## src/rtl/adc_pkg.sv

```systemverilog
// Shared types and sizing for the ADC averaging sequencer.
// Holds the sequencer state encoding and the default accumulator width.
package adc_pkg;

  typedef enum logic [1:0] {
    IDLE  = 2'd0,
    START = 2'd1,
    WAIT  = 2'd2
  } seq_state_e;

  localparam int DEF_RESOLUTION = 8;
  localparam int DEF_LOG2_AVG   = 2;
  localparam int ACC_W          = DEF_RESOLUTION + DEF_LOG2_AVG;

  // Half an LSB of the averaged result, or nothing when averaging is bypassed.
  function automatic int round_term(input int log2_avg);
    if (log2_avg == 0) begin
      return 0;
    end else begin
      return 1 << (log2_avg - 1);
    end
  endfunction

endpackage

```

## src/rtl/adc_period_timer.sv

```systemverilog
// Loadable down-counter that saturates at zero.
// zero_o reports that the count will be zero once this cycle completes.
module adc_period_timer #(
  parameter int W = 16
) (
  input  logic         clk_i,
  input  logic         rst_ni,
  input  logic         load_i,
  input  logic [W-1:0] load_val_i,
  input  logic         en_i,
  output logic         zero_o
);

  logic [W-1:0] count_q;
  logic [W-1:0] count_d;

  // Next count: load wins over decrement, decrement stops at zero.
  always_comb begin
    count_d = count_q;
    if (load_i) begin
      count_d = load_val_i;
    end else if (en_i && (count_q != {W{1'b0}})) begin
      count_d = count_q - W'(1);
    end else begin
      count_d = count_q;
    end
  end

  assign zero_o = (count_d == {W{1'b0}});

  // Count register with synchronous reset.
  always_ff @(posedge clk_i) begin
    if (!rst_ni) begin
      count_q <= {W{1'b0}};
    end else begin
      count_q <= count_d;
    end
  end

endmodule

```

## src/rtl/adc_avg_sequencer.sv

```systemverilog
// Periodic SAR ADC start sequencer with 2^LOG2_AVG sample averaging and a
// single-entry valid/ready output slot.
module adc_avg_sequencer
  import adc_pkg::*;
#(
  parameter int RESOLUTION = 8,
  parameter int LOG2_AVG   = 2,
  parameter int PERIOD_W   = 16
) (
  input  logic                  clk_i,
  input  logic                  rst_ni,
  input  logic                  en_i,
  input  logic [PERIOD_W-1:0]   period_i,
  output logic                  start_o,
  input  logic                  adc_rdy_i,
  input  logic [RESOLUTION-1:0] adc_result_i,
  output logic [RESOLUTION-1:0] avg_o,
  output logic                  valid_o,
  input  logic                  ready_i,
  output logic                  overrun_o,
  output logic                  busy_o
);

  localparam int ACC_WIDTH = RESOLUTION + LOG2_AVG;
  localparam int CNT_W     = LOG2_AVG + 1;
  localparam int N_AVG     = 1 << LOG2_AVG;
  localparam logic [ACC_WIDTH-1:0] ROUND    = ACC_WIDTH'(round_term(LOG2_AVG));
  localparam logic [CNT_W-1:0]     LAST_CNT = CNT_W'(N_AVG - 1);

  seq_state_e            state_q, state_d;
  logic                  adc_rdy_q;
  logic                  conv_done_q, conv_done_d;
  logic [ACC_WIDTH-1:0]  acc_q, acc_d;
  logic [CNT_W-1:0]      cnt_q, cnt_d;
  logic [RESOLUTION-1:0] avg_q, avg_d;
  logic                  valid_q, valid_d;
  logic                  overrun_q, overrun_d;
  logic                  start_q, start_d;
  logic                  busy_q, busy_d;

  logic                  rise_s;
  logic                  sample_s;
  logic                  group_done_s;
  logic                  slot_free_s;
  logic                  timer_zero_s;
  logic [PERIOD_W-1:0]   timer_load_val_s;
  logic [ACC_WIDTH-1:0]  sum_s;
  logic [ACC_WIDTH-1:0]  rounded_s;
  logic [RESOLUTION-1:0] avg_new_s;

  // Only the first ready edge of a WAIT counts as the conversion result.
  assign rise_s       = adc_rdy_i & ~adc_rdy_q;
  assign sample_s     = (state_q == WAIT) & rise_s & ~conv_done_q;
  assign group_done_s = sample_s & (cnt_q == LAST_CNT);
  assign slot_free_s  = ~valid_q | ready_i;

  assign sum_s     = acc_q + ACC_WIDTH'(adc_result_i);
  assign rounded_s = sum_s + ROUND;
  assign avg_new_s = RESOLUTION'(rounded_s >> LOG2_AVG);

  assign timer_load_val_s = (period_i == {PERIOD_W{1'b0}}) ? {PERIOD_W{1'b0}}
                                                           : period_i - PERIOD_W'(1);

  adc_period_timer #(
    .W (PERIOD_W)
  ) u_timer (
    .clk_i      (clk_i),
    .rst_ni     (rst_ni),
    .load_i     (state_q == START),
    .load_val_i (timer_load_val_s),
    .en_i       (state_q == WAIT),
    .zero_o     (timer_zero_s)
  );

  // Sequencer next state, conversion bookkeeping and accumulation.
  always_comb begin
    state_d     = state_q;
    conv_done_d = conv_done_q;
    acc_d       = acc_q;
    cnt_d       = cnt_q;
    case (state_q)
      IDLE: begin
        acc_d       = {ACC_WIDTH{1'b0}};
        cnt_d       = {CNT_W{1'b0}};
        conv_done_d = 1'b0;
        if (en_i) begin
          state_d = START;
        end else begin
          state_d = IDLE;
        end
      end
      START: begin
        conv_done_d = 1'b0;
        state_d     = WAIT;
      end
      WAIT: begin
        if (sample_s) begin
          conv_done_d = 1'b1;
          if (group_done_s) begin
            acc_d = {ACC_WIDTH{1'b0}};
            cnt_d = {CNT_W{1'b0}};
          end else begin
            acc_d = sum_s;
            cnt_d = cnt_q + CNT_W'(1);
          end
        end else begin
          conv_done_d = conv_done_q;
        end
        // A result arriving in the expiry cycle still allows the exit.
        if ((conv_done_q | sample_s) & timer_zero_s) begin
          state_d = en_i ? START : IDLE;
        end else begin
          state_d = WAIT;
        end
      end
      default: begin
        state_d = IDLE;
      end
    endcase
  end

  // Output slot, sticky overrun and registered status outputs.
  always_comb begin
    avg_d     = avg_q;
    valid_d   = valid_q;
    overrun_d = overrun_q;
    if (valid_q & ready_i) begin
      valid_d = 1'b0;
    end else begin
      valid_d = valid_q;
    end
    if (group_done_s) begin
      if (slot_free_s) begin
        avg_d   = avg_new_s;
        valid_d = 1'b1;
      end else begin
        overrun_d = 1'b1;
      end
    end else if ((state_q == IDLE) & en_i) begin
      overrun_d = 1'b0;
    end else begin
      overrun_d = overrun_q;
    end
    start_d = (state_d == START);
    busy_d  = (state_d != IDLE);
  end

  // State and datapath registers with synchronous active-low reset.
  always_ff @(posedge clk_i) begin
    if (!rst_ni) begin
      state_q     <= IDLE;
      adc_rdy_q   <= 1'b0;
      conv_done_q <= 1'b0;
      acc_q       <= {ACC_WIDTH{1'b0}};
      cnt_q       <= {CNT_W{1'b0}};
      avg_q       <= {RESOLUTION{1'b0}};
      valid_q     <= 1'b0;
      overrun_q   <= 1'b0;
      start_q     <= 1'b0;
      busy_q      <= 1'b0;
    end else begin
      state_q     <= state_d;
      adc_rdy_q   <= adc_rdy_i;
      conv_done_q <= conv_done_d;
      acc_q       <= acc_d;
      cnt_q       <= cnt_d;
      avg_q       <= avg_d;
      valid_q     <= valid_d;
      overrun_q   <= overrun_d;
      start_q     <= start_d;
      busy_q      <= busy_d;
    end
  end

  assign start_o   = start_q;
  assign busy_o    = busy_q;
  assign avg_o     = avg_q;
  assign valid_o   = valid_q;
  assign overrun_o = overrun_q;

endmodule

```

## config.mk

```make
export PLATFORM = sky130hd
export DESIGN_NAME = adc_avg_sequencer
export DESIGN_NICKNAME = d
export VERILOG_FILES = /design/src/rtl/adc_pkg.sv /design/src/rtl/adc_period_timer.sv /design/src/rtl/adc_avg_sequencer.sv
export SDC_FILE = /design/constraint.sdc
export NUM_CORES = 1
export LEC_CHECK = 0
export CAP_MARGIN = 30
export CELL_PAD_IN_SITES_DETAIL_PLACEMENT = 2
export CELL_PAD_IN_SITES_GLOBAL_PLACEMENT = 2
export CORE_ASPECT_RATIO = 1.2
export CORE_MARGIN = 5
export CORE_UTILIZATION = 36
export DETAILED_ROUTE_END_ITERATION = 16
export GPL_TIMING_DRIVEN = 0
export PLACE_DENSITY_LB_ADDON = 0.3
export SLEW_MARGIN = 20
export SYNTH_ARGS = -nofsm -noshare
export SYNTH_HDL_FRONTEND = slang
export SYNTH_HIERARCHICAL = 1
export SYNTH_SLANG_ARGS = --single-unit
```

## constraint.sdc

```tcl
create_clock -name clk_i -period 10.05 [get_ports clk_i]
set_clock_uncertainty 0.2 [all_clocks]
set_input_delay 1.005 -clock clk_i [delete_from_list [all_inputs] [get_ports clk_i]]
set_output_delay 1.005 -clock clk_i [all_outputs]
set_load 0.02 [all_outputs]
```

* Word level (Yosys, flattened, before mapping) *
Cells that the tools add are included.

word-level totals
  flip-flop bits (word level) = 45
  input port bits = 29
  output and inout bits = 12
  logic and storage cells = 68

cells by class
  add/sub/neg operators = 5
  equality and inequality tests = 6
  mux-type cells = 20
  bitwise logic cells = 12
  reduce and logical (&&, ||, !) cells = 14

operators by type and width
  operator                 number
  $mux W16                 3
  $logic_not A16 Y1        2
  $sub A16 B1 Y16 const B  2
  $mux W10                 2
  $pmux W10 S2             1
  $reduce_bool A16 Y1      1
  $add A10 B2 Y10 const B  1
  $add A10 B8 Y10          1
  $mux W1                  8
  $reduce_and A2 Y1        4
  $reduce_bool A2 Y1       4
  $and A1 B1 Y1            7
  $mux W3                  2
  $pmux W2 S3              1
  $pmux W3 S2              1
  $eq A2 B1 Y1 const B     2
  $ne A2 B2 Y1 const B     2
  $add A3 B1 Y3 const B    1
  $eq A3 B2 Y1 const B     1
  $not A1 Y1               3
  $eq A2 B2 Y1 const B     1
  $logic_not A2 Y1         1
  $mux W2                  1
  $or A1 B1 Y1             2
  other kinds (3)          3

* Logic depth before layout (Yosys ltp) *
  depth after elaboration = 9
  mapped depth = 15
  gate-level depth less buffers = 15

* Modules after synthesis *
The synthesis kept the hierarchy.

by module, submodules not included
  module             times used  cells each  area each (µm²)  seq. area each (µm²)
  adc_avg_sequencer  1           246         2053.2           580.6
  adc_period_timer   1           150         1168.6           320.3

* Worst setup path after synthesis *
OpenSTA, ideal clock, no wires.

  path kind = input to register
  start = input port period_i[9]
  end = register busy_q (netlist: busy_o)
  setup time = 0.123 ns
  arrival = 3.697 ns
  required time = 9.727 ns
  path slack = 6.030 ns
  cell stages on the path = 13
  buffers on the path = 1
  cells stage by stage = or4_4 nor4_4 nand2b_1 nor3_2 buf_2 nor2_1 a221oi_1 nand4_1 nor4_1 a21bo_2 nor2_1 o21a_1 or2_2

between the ends
  cells in the longest elaborated chain, start to end = 8
  elaborated cells between the ends (all ways) = 9
  classes of those cells = add/sub (1); mux (4); bitwise (1); reduce/logical (3)

RTL lines
  element                                                      RTL line                                          source
  start, declared                                              adc_avg_sequencer.sv:13                           input logic [PERIOD_W-1:0] period_i,
  $sub A16 B1 Y16 / $logic_not A16 Y1 (equally long branches)  adc_avg_sequencer.sv:62, adc_avg_sequencer.sv:61
  $mux W16 *                                                   adc_avg_sequencer.sv:61                           assign timer_load_val_s = (period_i == {PERIOD_W{1'b0}}) ? {PERIOD_W{1'b0}}
  via timer_load_val_s[13]                                     adc_avg_sequencer.sv:46                           logic [PERIOD_W-1:0] timer_load_val_s;
  $mux W16 *                                                   adc_period_timer.sv:20                            if (load_i) begin
  $logic_not A16 Y1 *                                          adc_period_timer.sv:29                            assign zero_o = (count_d == {W{1'b0}});
  via timer_zero_s                                             adc_avg_sequencer.sv:45                           logic timer_zero_s;
  $and A1 B1 Y1 *                                              adc_avg_sequencer.sv:110                          if ((conv_done_q | sample_s) & timer_zero_s) begin
  $mux W2 *                                                    adc_avg_sequencer.sv:110
  $pmux W2 S3 *                                                adc_avg_sequencer.sv:81                           case (state_q)
  $reduce_bool A2 Y1 *                                         adc_avg_sequencer.sv:145                          busy_d = (state_d != IDLE);
  end signal, assigned                                         adc_avg_sequencer.sv:171                          busy_q <= busy_d;
  end, declared                                                adc_avg_sequencer.sv:39                           logic busy_q, busy_d;

Mark *: on every way through the listed nets, which the timed path passes. The rest lies on a longest branch.
A chain may end at the register's enable or synchronous reset.

* Final worst setup path *
  start = input port period_i[6]
  end = register busy_q (netlist: busy_o)

The elaborated chain is that of the path after synthesis.

==> out/summary.txt <==
Initial core utilization - 37.2%
Gr ovfl total - 0
Crit path time final - 4760 ps
Initial antenna violation count - 0
FF-to-FF path depth - 13
Max Fanout on Critical Path - 10
Total wire length - 11100 um
TNS Setup - 0 ps
Vias in the first global route - 3649
Adder-cell share of the synthesized area - 6.06%
Placeable Area - 0.00866 sq mm
Dpl cells - 553
Largest family of logic cells by synthesized area - simple AND/OR/NAND/NOR gates
Clock Pin Slew Worst Setup and Hold Paths - 90 ps
Synth top cells by count - nor2_1, dfxtp_1, nand2_1
First-pass GRT wire length - 18500 um
Hold_buf cts - 0
Total CTS buffers - 5
Clock latency on the worst-skew pair - 300 ps
Setup violators final - 0
P per Cell Area - 122 mW/mm^2
Final-layout fill cell count - 1020
RSZ-0062 raised after global routing - false
Hold Crit Class - register to register
Yosys reg bits - 45
Final ANT Viol Nets - 0
Syn Inst Count - 396
PortBufs - 40
CTS tree - yes
Longest Clk Path Bufs - 2
Cell taking the most area after synthesis - dfxtp_1
M2 GR Usage - 42.1%
CP Class - input port to register
R2R Setup Slk - 6080 ps
Final setup margin - 5290 ps
Slew Limit Fails - 0
Worst Path Arrival - 4750 ps
Post-synth EDFFs - 0
CTS Sinks - 45
HPWL Detailed - 8900 um
Final hold slack - 288 ps
Share of layout cells above drive strength 1 - 8.11%
Post-Synthesis Net Count - 440
Vias/cell - 5.75
Final non-filler cell total - 561
Setup WS pre-CTS - 4980 ps
Max-slew headroom - 47.1%
Largest net degree at the start of global routing - 14
Worst-margin pin slew - 787 ps
Dominant cells by area after synthesis - dfxtp_1, nor2_1, ha_1, xnor2_1, nand2b_1
Max_cap viols - 0
Count leader, synth - nor2_1
M1 GR Usage - 22.9%
Distinct cells, synth - 76
Crit share post-route - 47.4%
# DRC - 0
Post-synthesis mux area share - 1.28%
Min-Delay Path Depth - 1
Nets - 487
Die area - 0.0109 sq mm
Crit path required time - 10040 ps
RePlAce Congestion - 0.823
Startpoint types - input port
DR pass1 iterations - 4
Sequential share of the synthesized area - 28.0%
Mean Syn Cell Area - 8.14 sq um
Layer with the highest usage - met2
Cell Area, Synth - 0.00322 sq mm
Synth async-reset ratio - 0%
Status - completed
Std-Cell Rows - 37
Post-synth top flop - dfxtp_1
P_leak - 1.40 nW
Ports - 41
GRT Util Overall - 21.3%
Fmax - 0.210 GHz
Synth Area in Compound Gates - 20.3%
Routed WL per cell - 19.7 um
Syn-to-layout area delta - 20.1%
Met3 Usage GRT - 2.77%
Post-CTS Resized - 0
Post-CTS setup buffer count - 0
Yosys top cell area share - 28.0%
Hold Vio Cnt, Final - 0
CP endpoint kind - register
Htree depth - 2
Die extent in y - 114 um
Worst vdd ir - 85.2 uV
Post-Synth XOR/XNOR Area - 5.94%
1st-iter DRT viols - 48
Synth Area in Simple Gates - 34.2%
Die width - 96.4 um
Ant. Diodes - 0
CTS root buffer - clkbuf_8
Routed vias - 3223
Syn. warnings - 6
-- path summary, 6_finish.rpt --
check	to	startpoint
setup / recovery	busy_o$_SDFF_PN0_	period_i[6]
hold reg to reg	cnt_q[2]$_SDFFE_PN0P_	cnt_q[2]$_SDFFE_PN0P_
hold / removal	cnt_q[2]$_SDFFE_PN0P_	cnt_q[2]$_SDFFE_PN0P_
setup reg to reg	busy_o$_SDFF_PN0_	state_q[1]$_SDFF_PN0_
-- cells by family after synthesis --
kind of cell,after synthesis
buf+inv,31
flops,45
compound gates,85
fa+ha+maj,15
xor+xnor,21
mux,4
simple gates,195
-- flip-flops by register name (all words and copies together) (netlist names) --
register and flops:
busy_o 1, u_timer/count_q 16, valid_o 1, adc_rdy_q 1
overrun_o 1, state_q 2, acc_q 10, avg_o 8
conv_done_q 1, cnt_q 3, start_o 1
-- critical path, stage by stage --
cell and delay, ps:
clkdlybuf4s50_1 490, or4_4 550, nor4_4 180, nand2b_1 150
nor3_2 310, buf_2 280, nor2_1 100, a221oi_1 410
nand4_1 190, nor4_1 390, a21bo_2 210, nor2_1 40
o21a_1 180, or2_2 270
-- final cells by class --
type	count	area (sq um)	share of cell area, %
buffer	14	72.6	1.88
clock buffer	7	96.3	2.49
clock inverter	1	5.00	0.129
inverter	17	63.8	1.65
multi-input combinational	320	2180	56.5
sequential	45	901	23.3
tap	117	146	3.78
timing repair buffer	40	400	10.3
-- cell usage in the layout (no fill, tap or decap), types with 3 or more instances in the layout --
cell and n:
nor3b_1 5, a211oi_1 5, nand2b_1 15, o21ai_0 7, nor2b_1 11, ha_1 14
a221oi_1 3, clkdlybuf4s50_1 40, nand3b_1 3, o31a_1 5, or2_2 4, nor4_1 12
nor3_1 15, nand2_1 21, and4_1 3, or3_1 4, dfxtp_1 45, clkbuf_1 9
a21oi_1 12, mux2i_1 3, a31oi_1 5, nand3_1 3, a22oi_1 12, o211ai_1 3
nor4b_1 4, nor2_1 64, xor2_1 7, nand4_1 5, and2_1 5, o31ai_1 5
o21ai_1 3, inv_1 17, xnor2_1 13, clkbuf_8 7
-- through the flow --
stage          total power [W]  area (sq um)  utilization (%)
5_1_grt               0.000503          3870             44.7
3_5_place_dp          0.000349          3770             43.5
2_1_floorplan         0.000296          3220                -
6_report              0.000474          3870             44.7
4_1_cts               0.000477          3870             44.7
3_3_place_gp          0.000342          3770             43.5
-- where the power goes --
part / internal (W) / switching (W)
registers: 0.000188 / 0.0000120
clock network: 0.0000623 / 0.0000644
logic: 0.0000593 / 0.0000881
-- metal layers --
layer | wire length (um) | vias to the layer above
met4 | 276 | 0
met5 | 0 | -
met3 | 248 | 21
li1 | - | 1543
met2 | 6210 | 53
met1 | 4340 | 1606
Power figures use the tool's default switching activity.
